## config.mk

```make
export PLATFORM = sky130hd
export DESIGN_NAME = aes_key_expander_flat
export DESIGN_NICKNAME = d
export VERILOG_FILES = /design/src/rtl/aes_key_expander_if.sv /design/src/rtl/aes_key_expander.sv /design/src/flat_wrapper.sv
export SDC_FILE = /design/constraint.sdc
export NUM_CORES = 2
export LEC_CHECK = 0
export CORE_MARGIN = 5
export CORE_UTILIZATION = 25
export CTS_CLUSTER_DIAMETER = 200
export DETAILED_ROUTE_END_ITERATION = 16
export MAX_ROUTING_LAYER = met4
export SLEW_MARGIN = 20
export SYNTH_ARGS = -nofsm -noshare
export SYNTH_HDL_FRONTEND = slang
export SYNTH_SLANG_ARGS = --single-unit
```

## constraint.sdc

```tcl
create_clock -name clk -period 5 [get_ports clk]
set_clock_uncertainty 0.05 [all_clocks]
set_input_delay 1.5 -clock clk [delete_from_list [all_inputs] [get_ports clk]]
set_output_delay 1.5 -clock clk [all_outputs]
set_load 0.01 [all_outputs]
```

## src/rtl/aes_key_expander_if.sv

```systemverilog
// Load/read bus between the AES-128 key schedule and the cipher core.
// The master side requests key loads and reads round keys; the slave is the expander.
interface aes_key_expander_if;
  logic         key_load;
  logic [127:0] key_in;
  logic         key_ready;
  logic         key_valid;
  logic         expand_done;
  logic [3:0]   rk_addr;
  logic [127:0] rk_out;

  modport master (
    output key_load, key_in, rk_addr,
    input  key_ready, key_valid, expand_done, rk_out
  );

  modport slave (
    input  key_load, key_in, rk_addr,
    output key_ready, key_valid, expand_done, rk_out
  );
endinterface

```

## src/rtl/aes_key_expander.sv

```systemverilog
// AES-128 key schedule: captures a cipher key and derives one round key per clock
// into a local store that the round datapath reads combinationally by index.
module aes_key_expander #(
  parameter int unsigned NUM_ROUNDS = 10
) (
  input  logic              clk,
  input  logic              reset,
  aes_key_expander_if.slave key_bus
);

  localparam int unsigned AW = $clog2(NUM_ROUNDS + 1);

  localparam logic [1:0] ST_IDLE   = 2'd0;
  localparam logic [1:0] ST_EXPAND = 2'd1;
  localparam logic [1:0] ST_DONE   = 2'd2;

  localparam logic [0:255][7:0] SBOX = {
    128'h637c777bf26b6fc53001672bfed7ab76,
    128'hca82c97dfa5947f0add4a2af9ca472c0,
    128'hb7fd9326363ff7cc34a5e5f171d83115,
    128'h04c723c31896059a071280e2eb27b275,
    128'h09832c1a1b6e5aa0523bd6b329e32f84,
    128'h53d100ed20fcb15b6acbbe394a4c58cf,
    128'hd0efaafb434d338545f9027f503c9fa8,
    128'h51a3408f929d38f5bcb6da2110fff3d2,
    128'hcd0c13ec5f974417c4a77e3d645d1973,
    128'h60814fdc222a908846eeb814de5e0bdb,
    128'he0323a0a4906245cc2d3ac629195e479,
    128'he7c8376d8dd54ea96c56f4ea657aae08,
    128'hba78252e1ca6b4c6e8dd741f4bbd8b8a,
    128'h703eb5664803f60e613557b986c11d9e,
    128'he1f8981169d98e949b1e87e9ce5528df,
    128'h8ca1890dbfe6426841992d0fb054bb16
  };

  function automatic logic [7:0] rcon(input logic [3:0] r);
    logic [7:0] v;
    case (r)
      4'd1:    v = 8'h01;
      4'd2:    v = 8'h02;
      4'd3:    v = 8'h04;
      4'd4:    v = 8'h08;
      4'd5:    v = 8'h10;
      4'd6:    v = 8'h20;
      4'd7:    v = 8'h40;
      4'd8:    v = 8'h80;
      4'd9:    v = 8'h1b;
      4'd10:   v = 8'h36;
      default: v = 8'h00;
    endcase
    return v;
  endfunction

  // SubWord applied to RotWord(w): bytes rotated left by one before substitution
  function automatic logic [31:0] sub_rot_word(input logic [31:0] w);
    return {SBOX[w[23:16]], SBOX[w[15:8]], SBOX[w[7:0]], SBOX[w[31:24]]};
  endfunction

  function automatic logic [127:0] key_next(input logic [127:0] k, input logic [3:0] r);
    logic [31:0] t;
    logic [31:0] o0;
    logic [31:0] o1;
    logic [31:0] o2;
    logic [31:0] o3;
    t  = sub_rot_word(k[31:0]) ^ {rcon(r), 24'h0};
    o0 = k[127:96] ^ t;
    o1 = o0 ^ k[95:64];
    o2 = o1 ^ k[63:32];
    o3 = o2 ^ k[31:0];
    return {o0, o1, o2, o3};
  endfunction

  logic [1:0]   state_q, state_d;
  logic [3:0]   cnt_q, cnt_d;
  logic         expand_done_q, expand_done_d;
  logic [127:0] rk_q [NUM_ROUNDS+1];
  logic [127:0] rk_d [NUM_ROUNDS+1];
  logic [127:0] prev_key;
  logic [127:0] next_key;
  logic [127:0] rd_data;

  always_comb begin
    prev_key = '0;
    for (int unsigned i = 1; i <= NUM_ROUNDS; i++) begin
      if (cnt_q == 4'(i)) prev_key = rk_q[AW'(i - 1)];
    end
    next_key = key_next(prev_key, cnt_q);
  end

  always_comb begin
    state_d       = state_q;
    cnt_d         = cnt_q;
    rk_d          = rk_q;
    expand_done_d = 1'b0;
    case (state_q)
      ST_IDLE, ST_DONE: begin
        if (key_bus.key_load) begin
          rk_d[0] = key_bus.key_in;
          cnt_d   = 4'd1;
          state_d = ST_EXPAND;
        end
      end
      ST_EXPAND: begin
        for (int unsigned i = 1; i <= NUM_ROUNDS; i++) begin
          if (cnt_q == 4'(i)) rk_d[AW'(i)] = next_key;
        end
        // Counter parks at NUM_ROUNDS on the final write instead of stepping past it.
        if (cnt_q == 4'(NUM_ROUNDS)) begin
          state_d       = ST_DONE;
          expand_done_d = 1'b1;
        end else begin
          cnt_d = cnt_q + 4'd1;
        end
      end
      default: state_d = ST_IDLE;
    endcase
  end

  always_ff @(posedge clk or negedge reset) begin
    if (!reset) begin
      state_q       <= ST_IDLE;
      cnt_q         <= '0;
      expand_done_q <= 1'b0;
      for (int unsigned i = 0; i <= NUM_ROUNDS; i++) rk_q[AW'(i)] <= '0;
    end else begin
      state_q       <= state_d;
      cnt_q         <= cnt_d;
      expand_done_q <= expand_done_d;
      rk_q          <= rk_d;
    end
  end

  always_comb begin
    rd_data = '0;
    for (int unsigned i = 0; i <= NUM_ROUNDS; i++) begin
      if (key_bus.rk_addr == 4'(i)) rd_data = rk_q[AW'(i)];
    end
  end

  assign key_bus.rk_out      = rd_data;
  assign key_bus.key_ready   = (state_q != ST_EXPAND);
  assign key_bus.key_valid   = (state_q == ST_DONE);
  assign key_bus.expand_done = expand_done_q;

endmodule
```

## src/flat_wrapper.sv

```systemverilog
// flat-port wrapper written by rule: the top's interface ports become plain ports
module aes_key_expander_flat 
#(
  parameter int unsigned NUM_ROUNDS = 10
)
  (clk, reset, key_bus_key_load, key_bus_key_in, key_bus_rk_addr, key_bus_key_ready, key_bus_key_valid, key_bus_expand_done, key_bus_rk_out);
  aes_key_expander_if key_bus_i ();
  input  logic clk;
  input  logic reset;
  input wire logic [$bits(key_bus_i.key_load)-1:0] key_bus_key_load;
  input wire logic [$bits(key_bus_i.key_in)-1:0] key_bus_key_in;
  input wire logic [$bits(key_bus_i.rk_addr)-1:0] key_bus_rk_addr;
  output wire logic [$bits(key_bus_i.key_ready)-1:0] key_bus_key_ready;
  output wire logic [$bits(key_bus_i.key_valid)-1:0] key_bus_key_valid;
  output wire logic [$bits(key_bus_i.expand_done)-1:0] key_bus_expand_done;
  output wire logic [$bits(key_bus_i.rk_out)-1:0] key_bus_rk_out;
  assign key_bus_i.key_load = key_bus_key_load;
  assign key_bus_i.key_in = key_bus_key_in;
  assign key_bus_i.rk_addr = key_bus_rk_addr;
  assign key_bus_key_ready = key_bus_i.key_ready;
  assign key_bus_key_valid = key_bus_i.key_valid;
  assign key_bus_expand_done = key_bus_i.expand_done;
  assign key_bus_rk_out = key_bus_i.rk_out;
  aes_key_expander #(.NUM_ROUNDS(NUM_ROUNDS)) u_core (.clk(clk), .reset(reset), .key_bus(key_bus_i));
endmodule
```

==> results_dict.tcl <==
set metrics [dict create \
    outcome "complete, but fails checks" \
    violations "setup timing" \
    critPathRequiredTime_ps 5610 \
    die_x_um 595 \
    setup_tns_ps -216850 \
    syn_inst 10510 \
    synth-edff-count 0 \
    grt-ovfl-total 0 \
    worst-setup-path-type "flop to flop" \
    rsz0062_at_grt "true" \
    period_needed_ps 5420 \
    finalMaxSlewViolations 0 \
    synthFlopType "dfrtp_1" \
    drt-total-wl_um 518000 \
    gr-usage-all-layers_pct 28.5 \
    gp_congestion 1.04 \
    pre_cts_ws_ps -1930 \
    synthDistinctLibCells 127 \
    hold_buffers 0 \
    die_h_um 595 \
    final_cell_mix "nand2_1 (2,155), buf_4 (1,867), dfrtp_1 (1,412)" \
    grt_pass1_wl_um 722000 \
    report.final.hold_viol_count 0 \
    antenna_found_initial 27 \
    max_freq_ghz 0.184 \
    cts_tree "done" \
    numPortBuffers 265 \
    syn2layout_area_growth_pct 46.4 \
    async_flop_share_pct 100 \
    first_iter_violations 14043 \
    yosys_warnings 0 \
    post-route-worst-setup-slack_ps -424 \
    cp_slowest_cell "dfrtp_2" \
    htreeDepth 4 \
    clk_pin_slew_ps 60 \
    grt_pass1_vias 93570 \
    nets 12592 \
    min_from "u_core.rk_q[109]" \
    viasPerCell 5.79 \
    synth_nets 10704 \
    final_common_cell "nand2_1" \
    cap_violations 0 \
    setup_viol_count_final 1130 \
    netlist_area_um2 85600 \
    drtAntennaViolNets 0 \
    cts_buffer_depth 4 \
    cts.sinks 1415 \
    ys_seq_elements 1415 \
    vias 99023 \
    drive_gt1_share_pct 29.8 \
    hold_ws_ps 428 \
    yosys.area.top_type "dfrtp_1" \
    row_count 215 \
    stdcell_count 17100 \
    max_stage_delay_ps 460 \
    drc 0 \
    start_util_pct 25.0 \
    synth_area_leaders "dfrtp_1 (41%), nand2_1 (9.6%), o21ai_0 (8.6%)" \
    start_kind "flop" \
    num-fill-cells 34934 \
    relSlewSlack_pct 20.9 \
    worst_setup_path_end_kind "flop" \
    drt_first_pass_iters 10 \
    ioPinCount 266 \
    yosysTopAreaCellShare_pct 41.3 \
    dp_hpwl_um 361000 \
    grt_max_degree 154 \
    fp.dieArea_um2 354000 \
    wl_per_cell_um 30.3 \
    worst_hold_path_type "flop to flop" \
    avgSynthCellArea_um2 8.15 \
    dp.cells 16353 \
    critPathLaunch "u_core.cnt_q[1]" \
    seq_area_frac_synth_pct 41.3 \
    core_area_um2 342000 \
    crit_top_cell "buf_12" \
    worstPathArrival_ps 6040 \
    worst_pin_slew_ps 1190 \
    period_share_pct 108 \
    ctsRootBufferMaster "clkbuf_16" \
    clk_latency_ps 900 \
    numCtsBuffers 169 \
    r2r_start "u_core.cnt_q[1]" \
    cp_max_fo 10 \
]
-- timing repair --
action,in CTS,in global routing
setup buffers,280,143
gates resized for setup,1278,717
cloned,34,25
setup endpoints to repair,1398,1364
pin swaps,526,161
-- cell type report --
class	count	area [um2]	share of cell area (%)
multi-input combinational	7978	50300	40.1
sequential	1415	35400	28.2
timing repair buffer	2778	27900	22.3
tap	4557	5700	4.55
clock buffer	222	4680	3.73
clock inverter	63	948	0.756
inverter	56	287	0.229
antenna	31	77.6	0.0619
-- routing by layer --
layer	part of all wire, %	vias up	track usage [%]
met2	41	6701	40.5
met4	8.5	0	18.8
met1	39	48306	35.4
met5	0	-	-
met3	11	1635	7.78
li1	-	42381	-
-- flip-flops by register name, indices dropped and copies added (netlist names) --
signal                      cells
u_core.cnt_q                    4
u_core.key_bus.expand_done      1
u_core.rk_q                  1408
u_core.state_q                  2
-- synthesized netlist by cell type (147+ instances only) --
cell type and count:
a22oi_1 413, nor2_1 635, buf_2 205, dfrtp_1 1415, a211oi_1 203, a221oi_1 147, o21ai_0 1474, o21ai_1 157
nand2_1 2190, o211ai_1 251, a31oi_1 184, clkbuf_1 686, nand3_1 162, a21oi_1 579
-- kinds of logic after synthesis --
| group | after synthesis | synth area share (%) |
|---|---|---|
| compound gates | 4280 | 32.5 |
| xor+xnor | 209 | 2.42 |
| fa+ha+maj | 59 | 0.862 |
| buf+inv | 1120 | 5.89 |
| flops | 1415 | 41.3 |
| mux | 53 | 0.722 |
| simple gates | 3374 | 16.3 |
-- path summary, 6_finish.rpt --
check | slack (ps) | cells past startpoint | to
worst max-delay path | -420 | 25 | u_core.rk_q[680]
worst min-delay path | 430 | 2 | u_core.rk_q[109]
worst max register to register | -420 | 25 | u_core.rk_q[680]
worst min register to register | 430 | 2 | u_core.rk_q[109]
max in group asynchronous | 3030 | 2 | u_core.rk_q[1173]
min in group asynchronous | 500 | 1 | u_core.rk_q[974]
-- critical path: cells and delay by family, from the launching register on --
kind	cells	cell delay, ps
buffers and inverters	10	1610
flip-flops	1	460
adder cells (fa/ha/maj)	2	380
AND/OR/NAND/NOR	3	810
XOR/XNOR	3	590
AO/OA/AOI/OAI	7	1310
-- per-stage QoR --
step                      cell area (um2)  util [%]
final                              125000      36.6
after global routing               125000      36.6
after CTS                          121000      35.3
after detailed placement           109000      31.8
after global placement             109000      31.8
after floorplan                     85700         -
Power is not shown: default switching activity piles up to over one toggle a cycle in this logic, so the estimate is an artifact.
